==> config.mk <==
export PLATFORM = sky130hd
export DESIGN_NAME = reg_spi_master_flat
export DESIGN_NICKNAME = d
export VERILOG_FILES = /design/src/rtl/reg_spi_master_if.sv /design/src/rtl/reg_spi_master.sv /design/src/flat_wrapper.sv
export SDC_FILE = /design/constraint.sdc
export NUM_CORES = 1
export LEC_CHECK = 0
export ABC_AREA = 1
export BUFFER_PORTS_ARGS = -buffer_cell sky130_fd_sc_hd__buf_2
export CORE_ASPECT_RATIO = 1.25
export CORE_MARGIN = 5
export CORE_UTILIZATION = 55
export CTS_BUF_LIST = sky130_fd_sc_hd__clkbuf_8
export DETAILED_ROUTE_END_ITERATION = 8
export PLACE_DENSITY = 0.75
export SYNTH_ARGS = -nofsm -noshare
export SYNTH_HDL_FRONTEND = slang
export SYNTH_SLANG_ARGS = --single-unit
==> constraint.sdc <==
create_clock -name clk -period 2.1 [get_ports clk]
set_input_delay 0.105 -clock clk [delete_from_list [all_inputs] [get_ports clk]]
set_output_delay 0.105 -clock clk [all_outputs]
set_load 0.01 [all_outputs]
==> src/rtl/reg_spi_master_if.sv <==
// Command/response port of the register SPI master.
// The "master" modport is the host that issues register commands; the
// "slave" modport is the SPI master block that accepts and executes them.
interface reg_spi_master_if;
   logic        cmd_valid;
   logic        cmd_ready;
   logic        cmd_write;
   logic [4:0]  cmd_addr;
   logic [15:0] cmd_data;
   logic        rsp_valid;
   logic [15:0] rsp_data;
   logic        busy;

   modport master (
      output cmd_valid,
      output cmd_write,
      output cmd_addr,
      output cmd_data,
      input  cmd_ready,
      input  rsp_valid,
      input  rsp_data,
      input  busy
   );

   modport slave (
      input  cmd_valid,
      input  cmd_write,
      input  cmd_addr,
      input  cmd_data,
      output cmd_ready,
      output rsp_valid,
      output rsp_data,
      output busy
   );
endinterface

==> src/rtl/reg_spi_master.sv <==
// Host-side SPI master (mode 0) for the synth register command bus.
// Each command becomes one 32-bit frame (write) or two frames (read):
//   write : {1'b1, 4'b0, addr, 6'b0, data}
//   read  : {1'b0, 4'b0, addr, 22'b0} sent twice; the second frame's MISO
//           bits carry the register value back (low 16 bits of the frame).
// S_MOSI is taken straight from the MSB of the tx shift register, so it only
// moves on the same clock edge that drops SCK or drops CS.
module reg_spi_master #(
   parameter int CLK_DIV    = 4,
   parameter int GAP_CYCLES = 8
) (
   input  logic            clk,
   input  logic            rst_n,
   reg_spi_master_if.slave cmd_if,
   output logic            S_SCK,
   output logic            S_MOSI,
   input  logic            S_MISO,
   output logic            S_CS
);

   localparam logic [2:0] ST_IDLE = 3'd0;
   localparam logic [2:0] ST_LOW  = 3'd1;
   localparam logic [2:0] ST_HIGH = 3'd2;
   localparam logic [2:0] ST_HOLD = 3'd3;
   localparam logic [2:0] ST_GAP  = 3'd4;

   localparam logic [15:0] DIV_LAST = 16'(CLK_DIV - 1);
   localparam logic [15:0] GAP_LAST = 16'(GAP_CYCLES - 1);

   // Assemble the 32-bit bus frame for a command.
   function automatic logic [31:0] build_frame(input logic        write,
                                               input logic [4:0]  addr,
                                               input logic [15:0] data);
      logic [31:0] frame;
      if (write) begin
         frame = {1'b1, 4'b0000, addr, 6'b000000, data};
      end else begin
         frame = {1'b0, 4'b0000, addr, 22'h000000};
      end
      return frame;
   endfunction

   logic [2:0]  r_state;
   logic [15:0] r_div;
   logic [4:0]  r_bitcnt;
   logic [31:0] r_tx;
   logic [15:0] r_rx;
   logic [4:0]  r_addr;
   logic        r_read;
   logic        r_frame_b;
   logic        r_sck;
   logic        r_cs;
   logic        r_rsp_valid;
   logic [15:0] r_rsp_data;

   logic        w_idle;
   logic        w_accept;
   logic        w_div_last;
   logic        w_gap_last;
   logic        w_last_bit;
   logic [31:0] w_frame_cmd;
   logic [31:0] w_frame_b;

   assign w_idle      = (r_state == ST_IDLE);
   assign w_accept    = w_idle & cmd_if.cmd_valid;
   assign w_div_last  = (r_div == DIV_LAST);
   assign w_gap_last  = (r_div == GAP_LAST);
   assign w_last_bit  = (r_bitcnt == 5'd31);
   assign w_frame_cmd = build_frame(cmd_if.cmd_write, cmd_if.cmd_addr, cmd_if.cmd_data);
   assign w_frame_b   = build_frame(1'b0, r_addr, 16'h0000);

   assign S_SCK  = r_sck;
   assign S_CS   = r_cs;
   assign S_MOSI = r_tx[31];

   assign cmd_if.cmd_ready = w_idle;
   assign cmd_if.busy      = ~w_idle;
   assign cmd_if.rsp_valid = r_rsp_valid;
   assign cmd_if.rsp_data  = r_rsp_data;

   // Frame sequencer: SCK divider, bit shifting, CS framing and read response.
   always_ff @(posedge clk or negedge rst_n) begin
      if (!rst_n) begin
         r_state     <= ST_IDLE;
         r_div       <= 16'h0000;
         r_bitcnt    <= 5'd0;
         r_tx        <= 32'h0000_0000;
         r_rx        <= 16'h0000;
         r_addr      <= 5'd0;
         r_read      <= 1'b0;
         r_frame_b   <= 1'b0;
         r_sck       <= 1'b0;
         r_cs        <= 1'b1;
         r_rsp_valid <= 1'b0;
         r_rsp_data  <= 16'h0000;
      end else begin
         r_rsp_valid <= 1'b0;
         case (r_state)
            ST_IDLE: begin
               if (w_accept) begin
                  r_tx      <= w_frame_cmd;
                  r_addr    <= cmd_if.cmd_addr;
                  r_read    <= ~cmd_if.cmd_write;
                  r_frame_b <= 1'b0;
                  r_cs      <= 1'b0;
                  r_div     <= 16'h0000;
                  r_bitcnt  <= 5'd0;
                  r_state   <= ST_LOW;
               end
            end
            ST_LOW: begin
               if (w_div_last) begin
                  r_sck   <= 1'b1;
                  r_div   <= 16'h0000;
                  r_state <= ST_HIGH;
               end else begin
                  r_div <= r_div + 16'd1;
               end
            end
            ST_HIGH: begin
               if (w_div_last) begin
                  // Sample at the end of the high phase, then drop SCK.
                  r_rx  <= {r_rx[14:0], S_MISO};
                  r_sck <= 1'b0;
                  r_div <= 16'h0000;
                  if (w_last_bit) begin
                     r_state <= ST_HOLD;
                  end else begin
                     r_tx     <= {r_tx[30:0], 1'b0};
                     r_bitcnt <= r_bitcnt + 5'd1;
                     r_state  <= ST_LOW;
                  end
               end else begin
                  r_div <= r_div + 16'd1;
               end
            end
            ST_HOLD: begin
               if (w_div_last) begin
                  r_cs    <= 1'b1;
                  r_div   <= 16'h0000;
                  r_state <= ST_GAP;
                  // Only the second frame of a read carries the register value.
                  if (r_read && r_frame_b) begin
                     r_rsp_data  <= r_rx;
                     r_rsp_valid <= 1'b1;
                  end
               end else begin
                  r_div <= r_div + 16'd1;
               end
            end
            ST_GAP: begin
               if (w_gap_last) begin
                  r_div <= 16'h0000;
                  if (r_read && !r_frame_b) begin
                     // Read: go straight into frame B without releasing the port.
                     r_tx      <= w_frame_b;
                     r_frame_b <= 1'b1;
                     r_cs      <= 1'b0;
                     r_bitcnt  <= 5'd0;
                     r_state   <= ST_LOW;
                  end else begin
                     r_state <= ST_IDLE;
                  end
               end else begin
                  r_div <= r_div + 16'd1;
               end
            end
            default: begin
               r_state  <= ST_IDLE;
               r_div    <= 16'h0000;
               r_bitcnt <= 5'd0;
               r_sck    <= 1'b0;
               r_cs     <= 1'b1;
            end
         endcase
      end
   end

endmodule
==> src/flat_wrapper.sv <==
// flat-port wrapper written by rule: the top's interface ports become plain ports
module reg_spi_master_flat 
#(
   parameter int CLK_DIV    = 4,
   parameter int GAP_CYCLES = 8
)
  (clk, rst_n, S_SCK, S_MOSI, S_MISO, S_CS, cmd_if_cmd_valid, cmd_if_cmd_write, cmd_if_cmd_addr, cmd_if_cmd_data, cmd_if_cmd_ready, cmd_if_rsp_valid, cmd_if_rsp_data, cmd_if_busy);
  reg_spi_master_if cmd_if_i ();
  input  logic clk;
  input  logic rst_n;
  output logic S_SCK;
  output logic S_MOSI;
  input  logic S_MISO;
  output logic S_CS;
  input wire logic [$bits(cmd_if_i.cmd_valid)-1:0] cmd_if_cmd_valid;
  input wire logic [$bits(cmd_if_i.cmd_write)-1:0] cmd_if_cmd_write;
  input wire logic [$bits(cmd_if_i.cmd_addr)-1:0] cmd_if_cmd_addr;
  input wire logic [$bits(cmd_if_i.cmd_data)-1:0] cmd_if_cmd_data;
  output wire logic [$bits(cmd_if_i.cmd_ready)-1:0] cmd_if_cmd_ready;
  output wire logic [$bits(cmd_if_i.rsp_valid)-1:0] cmd_if_rsp_valid;
  output wire logic [$bits(cmd_if_i.rsp_data)-1:0] cmd_if_rsp_data;
  output wire logic [$bits(cmd_if_i.busy)-1:0] cmd_if_busy;
  assign cmd_if_i.cmd_valid = cmd_if_cmd_valid;
  assign cmd_if_i.cmd_write = cmd_if_cmd_write;
  assign cmd_if_i.cmd_addr = cmd_if_cmd_addr;
  assign cmd_if_i.cmd_data = cmd_if_cmd_data;
  assign cmd_if_cmd_ready = cmd_if_i.cmd_ready;
  assign cmd_if_rsp_valid = cmd_if_i.rsp_valid;
  assign cmd_if_rsp_data = cmd_if_i.rsp_data;
  assign cmd_if_busy = cmd_if_i.busy;
  reg_spi_master #(.CLK_DIV(CLK_DIV), .GAP_CYCLES(GAP_CYCLES)) u_core (.clk(clk), .rst_n(rst_n), .cmd_if(cmd_if_i), .S_SCK(S_SCK), .S_MOSI(S_MOSI), .S_MISO(S_MISO), .S_CS(S_CS));
endmodule
==> results of run 1 <==
[synth_stat cells (all sizes together), types with 3 or more instances]
| cell | instances |
|---|---|
| o211ai | 5 |
| o22ai | 17 |
| nor3 | 10 |
| nand2 | 182 |
| ha | 3 |
| nand4 | 41 |
| inv | 84 |
| a21oi | 7 |
| clkbuf | 10 |
| xor2 | 3 |
| nor2 | 53 |
| o21bai | 38 |
| dfrtp | 97 |
| buf | 21 |
| nand3 | 27 |
| o21ai | 42 |
[logic make-up (layout without fill, tap and decap cells)]
logic type	count (synthesis)	after routing
simple gates	315	315
buf+inv	116	171
compound gates	110	110
flops	98	98
xor+xnor	4	4
fa+ha+maj	3	3
[tightest hold or removal path, delay by kind of cell]
kind / cells / cell delay (ns)
buffers and inverters: 1 / 0.10
AND/OR/NAND/NOR: 4 / 0.22
[layer usage]
metal  vias to the layer above  global-route usage [%]  share of wire, %
li1                       2209                       -                 -
met1                      2095                   26.81                43
met2                       115                   35.03                50
met3                        16                   4.668               4.9
met4                         0                   7.028               1.6
met5                         -                       0                 0
[worst paths after layout]
path,from,to,slack [ns],depth (start not counted)
hold / removal,cmd_if_cmd_data[0],u_core.r_tx[0],0.07,5
setup reg to reg,u_core.r_bitcnt[0],u_core.r_tx[16],0.25,11
setup / recovery,u_core.r_bitcnt[0],u_core.r_tx[16],0.25,11
min in group asynchronous,rst_n,u_core.r_div[7],0.15,2
hold reg to reg,u_core.r_rx[0],u_core.r_rx[0],0.48,2
max in group asynchronous,rst_n,u_core.S_CS,1.32,3
[final cells by class]
cell class                      instances  area [um^2]
Sequential cell                        98         2454
Timing Repair Buffer                   70        478.0
Clock inverter                          6        53.80
Inverter                               85        320.3
Clock buffer                           10        137.6
Tap cell                              123        153.9
Fill cell                             805         3318
Multi-Input combinational cell        432         2161
[power by group through the flow]
stage	sequential (mW)	combinational, mW	clock, mW
2_1_floorplan	1.93	0.0293	0
3_3_place_gp	1.93	0.105	0
3_5_place_dp	1.93	0.105	0
4_1_cts	1.90	0.115	1.25
5_1_grt	1.90	0.131	1.31
6_report	1.90	0.112	1.22
[metrics by stage]
step	instance area (um^2)	hold slack, ns	cells
final	5758	0.06985	824
after global routing	5758	0.09910	824
after CTS	5758	0.05126	824
after detailed placement	5497	0.01831	801
after global placement	5497	0.01710	801
after floorplan	5092	-0.1906	646
[sequential cells by signal (all words and copies together), names as in the netlist]
| name | flops |
|---|---|
| u_core.r_bitcnt | 5 |
| u_core.r_rx | 16 |
| u_core.r_div | 16 |
| u_core.r_frame_b | 1 |
| u_core.S_SCK | 1 |
| u_core.S_CS | 1 |
| u_core.r_tx | 32 |
| u_core.cmd_if.rsp_valid | 1 |
| u_core.r_addr | 5 |
| u_core.r_state | 3 |
| u_core.r_read | 1 |
| u_core.cmd_if.rsp_data | 16 |
[what timing repair did]
action / in CTS / in global routing
hold endpoints to repair: 103 / 0
buffers inserted: 0 / 0
hold buffers: 7 / 0
==> metrics.txt, run 1 <==
H-tree levels 3; Final Setup Violations 0; most frequent cells in the layout nand2_1 (177), dfrtp_1 (97), inv_1 (79); Via Count ~4.4k; peak supply drop between 0.3 and 0.4 mV; syn_area_per_cell between 7 and 8 um^2; number of flops mapped to enable cells by yosys 0; area delta synth->final 13.07%; PostCTS Resize Cnt 0; Synth Flop Type dfrtp_1; mux contribution to synthesized area 0%; first-pass GRT wire length 19170 um; share of layout cells above drive strength 1 between 10% and 20%; Finished Core Util 63.44%; crit-path cells ha_1, nand2_1, nor2_1, ha_1, inv_1, nor2_1, nor2_4, nand3_2, buf_4, o21bai_1, nand2_1; Residual DRC 0; Overall Global Routing Usage between 20% and 30%; GP Congestion 0.8168; WP buf/inv 2; Slew headroom between 60% and 70%; Internal Power around 2.4 mW; compound-cell area share of the yosys netlist a little over an eighth; max-cap violations 0; synthesized cell area just over 5000 um^2; Synth top area share a little under half; clock power share a little under two fifths; top cells by area, synth dfrtp_1 (48%), nand2_1 (13%), inv_1 (5.8%), o21bai_1 (5.6%), nand4_1 (5.0%); switch share between 20% and 30%; antenna diode count 0; measured slew at the worst slew-check pin 0.4583 ns; largest family of logic cells by synthesized area simple AND/OR/NAND/NOR gates; Tightest Hold Check Type in2reg; Worst Setup Start Kind flop; Die ar. 11300 um^2; DR iter-0 viols between 200 and 250; Pleak around 2.9 nW; Yosys Warn Count 0; TritonRoute pass-1 iters 7; pwr dens about 560 nW/um^2; CP max stage cell dfrtp_1; setup TNS 0 ns; site row count 39; FMAX roughly 540 MHz; outcome complete, no violations; FFs w/ async S/R, synth 100.0%; Sw Pwr between 0.8 and 0.9 mW; port bufs 47; post-synthesis sequential area ratio 48.18%; Design Power approximately 3.2 mW; CTS tree done; CP delay by family, top simple AND/OR/NAND/NOR gates; Setup crit end kind flop; initial antenna violation count 0; RSZ-0062 raised after global routing false; CTS Sinks 98; Via density about 5.4; fin crit period 1.854 ns; Final #Nets roughly 730; WL/cell between 10 and 15 um; Initial Util a little under three fifths; CP required ~2.4 ns; final wirelength around 11000 um; ports placed on the boundary 48; most common cell after layout, fill and taps aside nand2_1; Post-Synth Simple-Gate Area a little over a quarter; grt total ovfl 0; vias in the first global route around 4.3k; die width 96.07 um; CORE AREA a little over 9000 um^2; TritonCTS buffer count 9; pre-CTS setup slack between 0.2 and 0.25 ns; Final Hold Viols 0; Clk Latency, worst-skew pair a little under 0.4 ns; Largest stage delay, worst path roughly 0.40 ns; Worst Path Arrival ~2.2 ns; Die H between 100 and 150 um; Worst-path clk slew about 0.10 ns; Logic pwr share roughly 3.5%; max-slew violation count 0; Post-DRT Antenna Nets 0; Synth area leader dfrtp_1; maximum number of pins on one net before global-route repair 58; Synth Register Bits between 90 and 100; fin crit share approximately 90%; Final Worst Setup Slack roughly 0.25 ns; Synth Instances ~650; Final Skew about 0.012 ns; kind of critical path reg2reg; Cell variety after synth 34; crit-path max FO 23; clock buffer depth 2; dpl hpwl between 7000 and 8000 um; Post-Synth Adder-Cell Area 0.7371%; CTS root buf clkbuf_8; Synth Area in XOR/XNOR less than 1%; Syn Nets around 680; register share of total power 58.8%
Note: power is estimated with default switching activity, not from simulation.
==> run 2: changes to the inputs <==
--- a/config.mk
+++ b/config.mk
@@ -7,12 +7,14 @@
 export LEC_CHECK = 0
 export ABC_AREA = 1
 export BUFFER_PORTS_ARGS = -buffer_cell sky130_fd_sc_hd__buf_2
+export CELL_PAD_IN_SITES_DETAIL_PLACEMENT = 1
+export CELL_PAD_IN_SITES_GLOBAL_PLACEMENT = 1
 export CORE_ASPECT_RATIO = 1.25
 export CORE_MARGIN = 5
-export CORE_UTILIZATION = 55
+export CORE_UTILIZATION = 46
 export CTS_BUF_LIST = sky130_fd_sc_hd__clkbuf_8
 export DETAILED_ROUTE_END_ITERATION = 8
-export PLACE_DENSITY = 0.75
+export PLACE_DENSITY_LB_ADDON = 0.1
 export SYNTH_ARGS = -nofsm -noshare
 export SYNTH_HDL_FRONTEND = slang
 export SYNTH_SLANG_ARGS = --single-unit
==> run 2 against run 1 <==
  * Cell area up 0.54%
  * Die area up 18%
  * Power up 0.13%
  * Critical path depth down 3
  * First-iteration DRC count down 28%
  * Routed wire length up 16%
  * Global-route usage down 0.68 points
  * Register-to-register slack worse by 0.05 ns
  * Critical path type unchanged
==> metrics.txt, run 2 (synthesis results as in run 1) <==
CTS tree done; vias in the first global route 4934 (+16%); Final Hold Viols 0 (unchanged); ports placed on the boundary 48 (unchanged); initial antenna violation count 0 (unchanged); site row count 43 (+10%); CP delay by family, top simple AND/OR/NAND/NOR gates; GP Congestion 0.8448 (+3.4%); maximum number of pins on one net before global-route repair 46 (-21%); Hold Path Cell Cnt 5 (unchanged); Overall Global Routing Usage 20.43% (-0.68 points); WL/cell 15.53 um (+14%); RSZ-0062 raised after global routing false; WP buf/inv 2 (unchanged); Fillers 1382 (+72%); Via Count 4484 (+1.1%); antenna diode count 0 (unchanged); Final Skew 0.01285 ns (+0.001236 ns); CORE AREA 10980 um^2 (+21%); max-cap violations 0 (unchanged); port bufs 47 (unchanged); die width 104.1 um (+8.4%); CP required 2.41 ns (-0.02 ns); Hold Path Origin cmd_if_cmd_data[0]; final instance area 5789 um^2 (+0.54%); Worst Setup Start Kind flop; share of layout cells above drive strength 1 14.67% (+0.41 points); TritonRoute pass-1 iters 4 (-3); reg2reg setup slack 0.20 ns (-0.05 ns); final wirelength 13000 um (+16%); Post-DRT Antenna Nets 0 (unchanged); register with the most flip-flops u_core.r_tx; Slew headroom 64.99% (-4.2 points); area delta synth->final 13.69%; measured slew at the worst slew-check pin 0.5252 ns (+0.06687 ns); most common cell after layout, fill and taps aside nand2_1; TritonCTS buffer count 9 (unchanged); Worst Path Arrival 2.21 ns (+0.03 ns); grt total ovfl 0 (unchanged); dpl hpwl 8969 um (+19%); Reg area 2454 um^2 (unchanged); Final Setup Violations 0 (unchanged); DR iter-0 viols 158 (-28%); Placement Cell Area 5519 um^2 (+0.41%); first-pass GRT wire length 22680 um (+18%); crit-path max FO 37 (+61%); fin crit share 90.56% (+2.3 points); fin crit period 1.902 ns (+0.04779 ns); Worst-path clk slew 0.11 ns (about the same); CTS Sinks 98 (unchanged); max-slew violation count 0 (unchanged); Pleak 2.895 nW (about the same); CP max stage cell dfrtp_1; reg2reg path depth 8 (-3); cell mode on critical path nand2_2; Tightest Hold Check Type in2reg; Final #Nets 726 (+0.14%); Residual DRC 0 (unchanged); RR Endpoint u_core.r_tx[13]; Finished Core Util 52.75% (-11 points); clock buffer depth 2 (unchanged); Worst R2R Start u_core.r_state[1]; Design Power 3.235 mW (+0.13%); Initial Util 46.40% (-9.7 points); outcome complete, no violations; Clk Latency, worst-skew pair 0.38 ns (about the same); Hold Path Sink u_core.r_tx[0]; FMAX 525.8 MHz (-2.5%); crit-path cells nor2_4, nand2_2, inv_2, nand2_2, nand2_2, buf_12, o21bai_1, nand2_1; multi-input logic area 2166 um^2 (+0.23%); CTS root buf clkbuf_8; setup TNS 0 ns (unchanged); peak supply drop 0.2809 mV (-14%); Die ar. 13290 um^2 (+18%); H-tree levels 3 (unchanged); most frequent cells in the layout nand2_1 (177), dfrtp_1 (97), inv_1 (79); max FFs per register 32 (unchanged); kind of critical path reg2reg; Largest stage delay, worst path 0.48 ns (+0.08 ns); Setup crit end kind flop; Die H 127.6 um (+8.6%); Via density 5.357 (-0.47%); pwr dens 558.7 nW/um^2 (-0.41%)
## run 2: what timing repair did
item                                    in CTS  in global routing
hold buffers                                 7                  0
gates resized for setup                      0                  3
endpoints found under the hold margin       41                  0
buffers inserted                             0                  0
endpoints found under the setup margin       0                 26
## run 2: layout make-up
cell class	instances	share of cell area, %
multi-input cells	432	37.41
inverters	85	5.533
clock buffers	9	2.140
clock inverters	7	1.167
repair buffers	71	8.450
well taps	135	2.918
flip-flops and latches	98	42.38
## run 2: routing by layer
metal | wire length, um | up-vias | global-route usage (%) | share of wire, %
met1 | 5674 | 2210 | 24.47 | 44
met2 | 6782 | 57 | 37.76 | 52
met3 | 276 | 16 | 2.122 | 2.1
met5 | 0 | - | 0 | 0
met4 | 263 | 0 | 7.546 | 2.0
li1 | - | 2201 | - | -
## run 2: worst register-to-register path, delay by kind of cell (launching register included)
kind,cells,cell delay [ns]
buf+inv,2,0.48
flops,1,0.48
compound gates,1,0.12
simple gates,5,0.75
## run 2: worst max-delay path by stage
stage                        from            endpoint  slack, ns  cells past startpoint
3_5_place_dp   u_core.r_bitcnt[0]     u_core.r_tx[13]       0.13                     11
5_1_grt         u_core.r_state[1]     u_core.r_div[5]       0.02                      7
3_3_place_gp   u_core.r_bitcnt[0]     u_core.r_tx[22]       0.19                     11
2_1_floorplan  u_core.r_bitcnt[0]  u_core.r_bitcnt[0]       0.38                     10
4_1_cts        u_core.r_bitcnt[0]     u_core.r_tx[13]       0.10                     11
6_report        u_core.r_state[1]     u_core.r_tx[13]       0.20                      8
## run 2: report_power, final
| group | internal (mW) | switching, mW | leakage (nW) | total (mW) |
|---|---|---|---|---|
| sequential | 1.89 | 0.00466 | 1.08 | 1.90 |
| clock | 0.467 | 0.755 | 0.0962 | 1.22 |
| combinational | 0.0426 | 0.0730 | 1.72 | 0.116 |
| total | 2.40 | 0.833 | 2.90 | 3.23 |
## run 2: through the flow
step	setup WS [ns]	hold WS, ns	cells
2_1_floorplan	0.3835	-0.1906	646
3_3_place_gp	0.1875	0.1166	814
3_5_place_dp	0.1333	0.1171	814
4_1_cts	0.1042	0.06453	837
5_1_grt	0.02037	0.09833	837
6_report	0.1982	0.07777	837
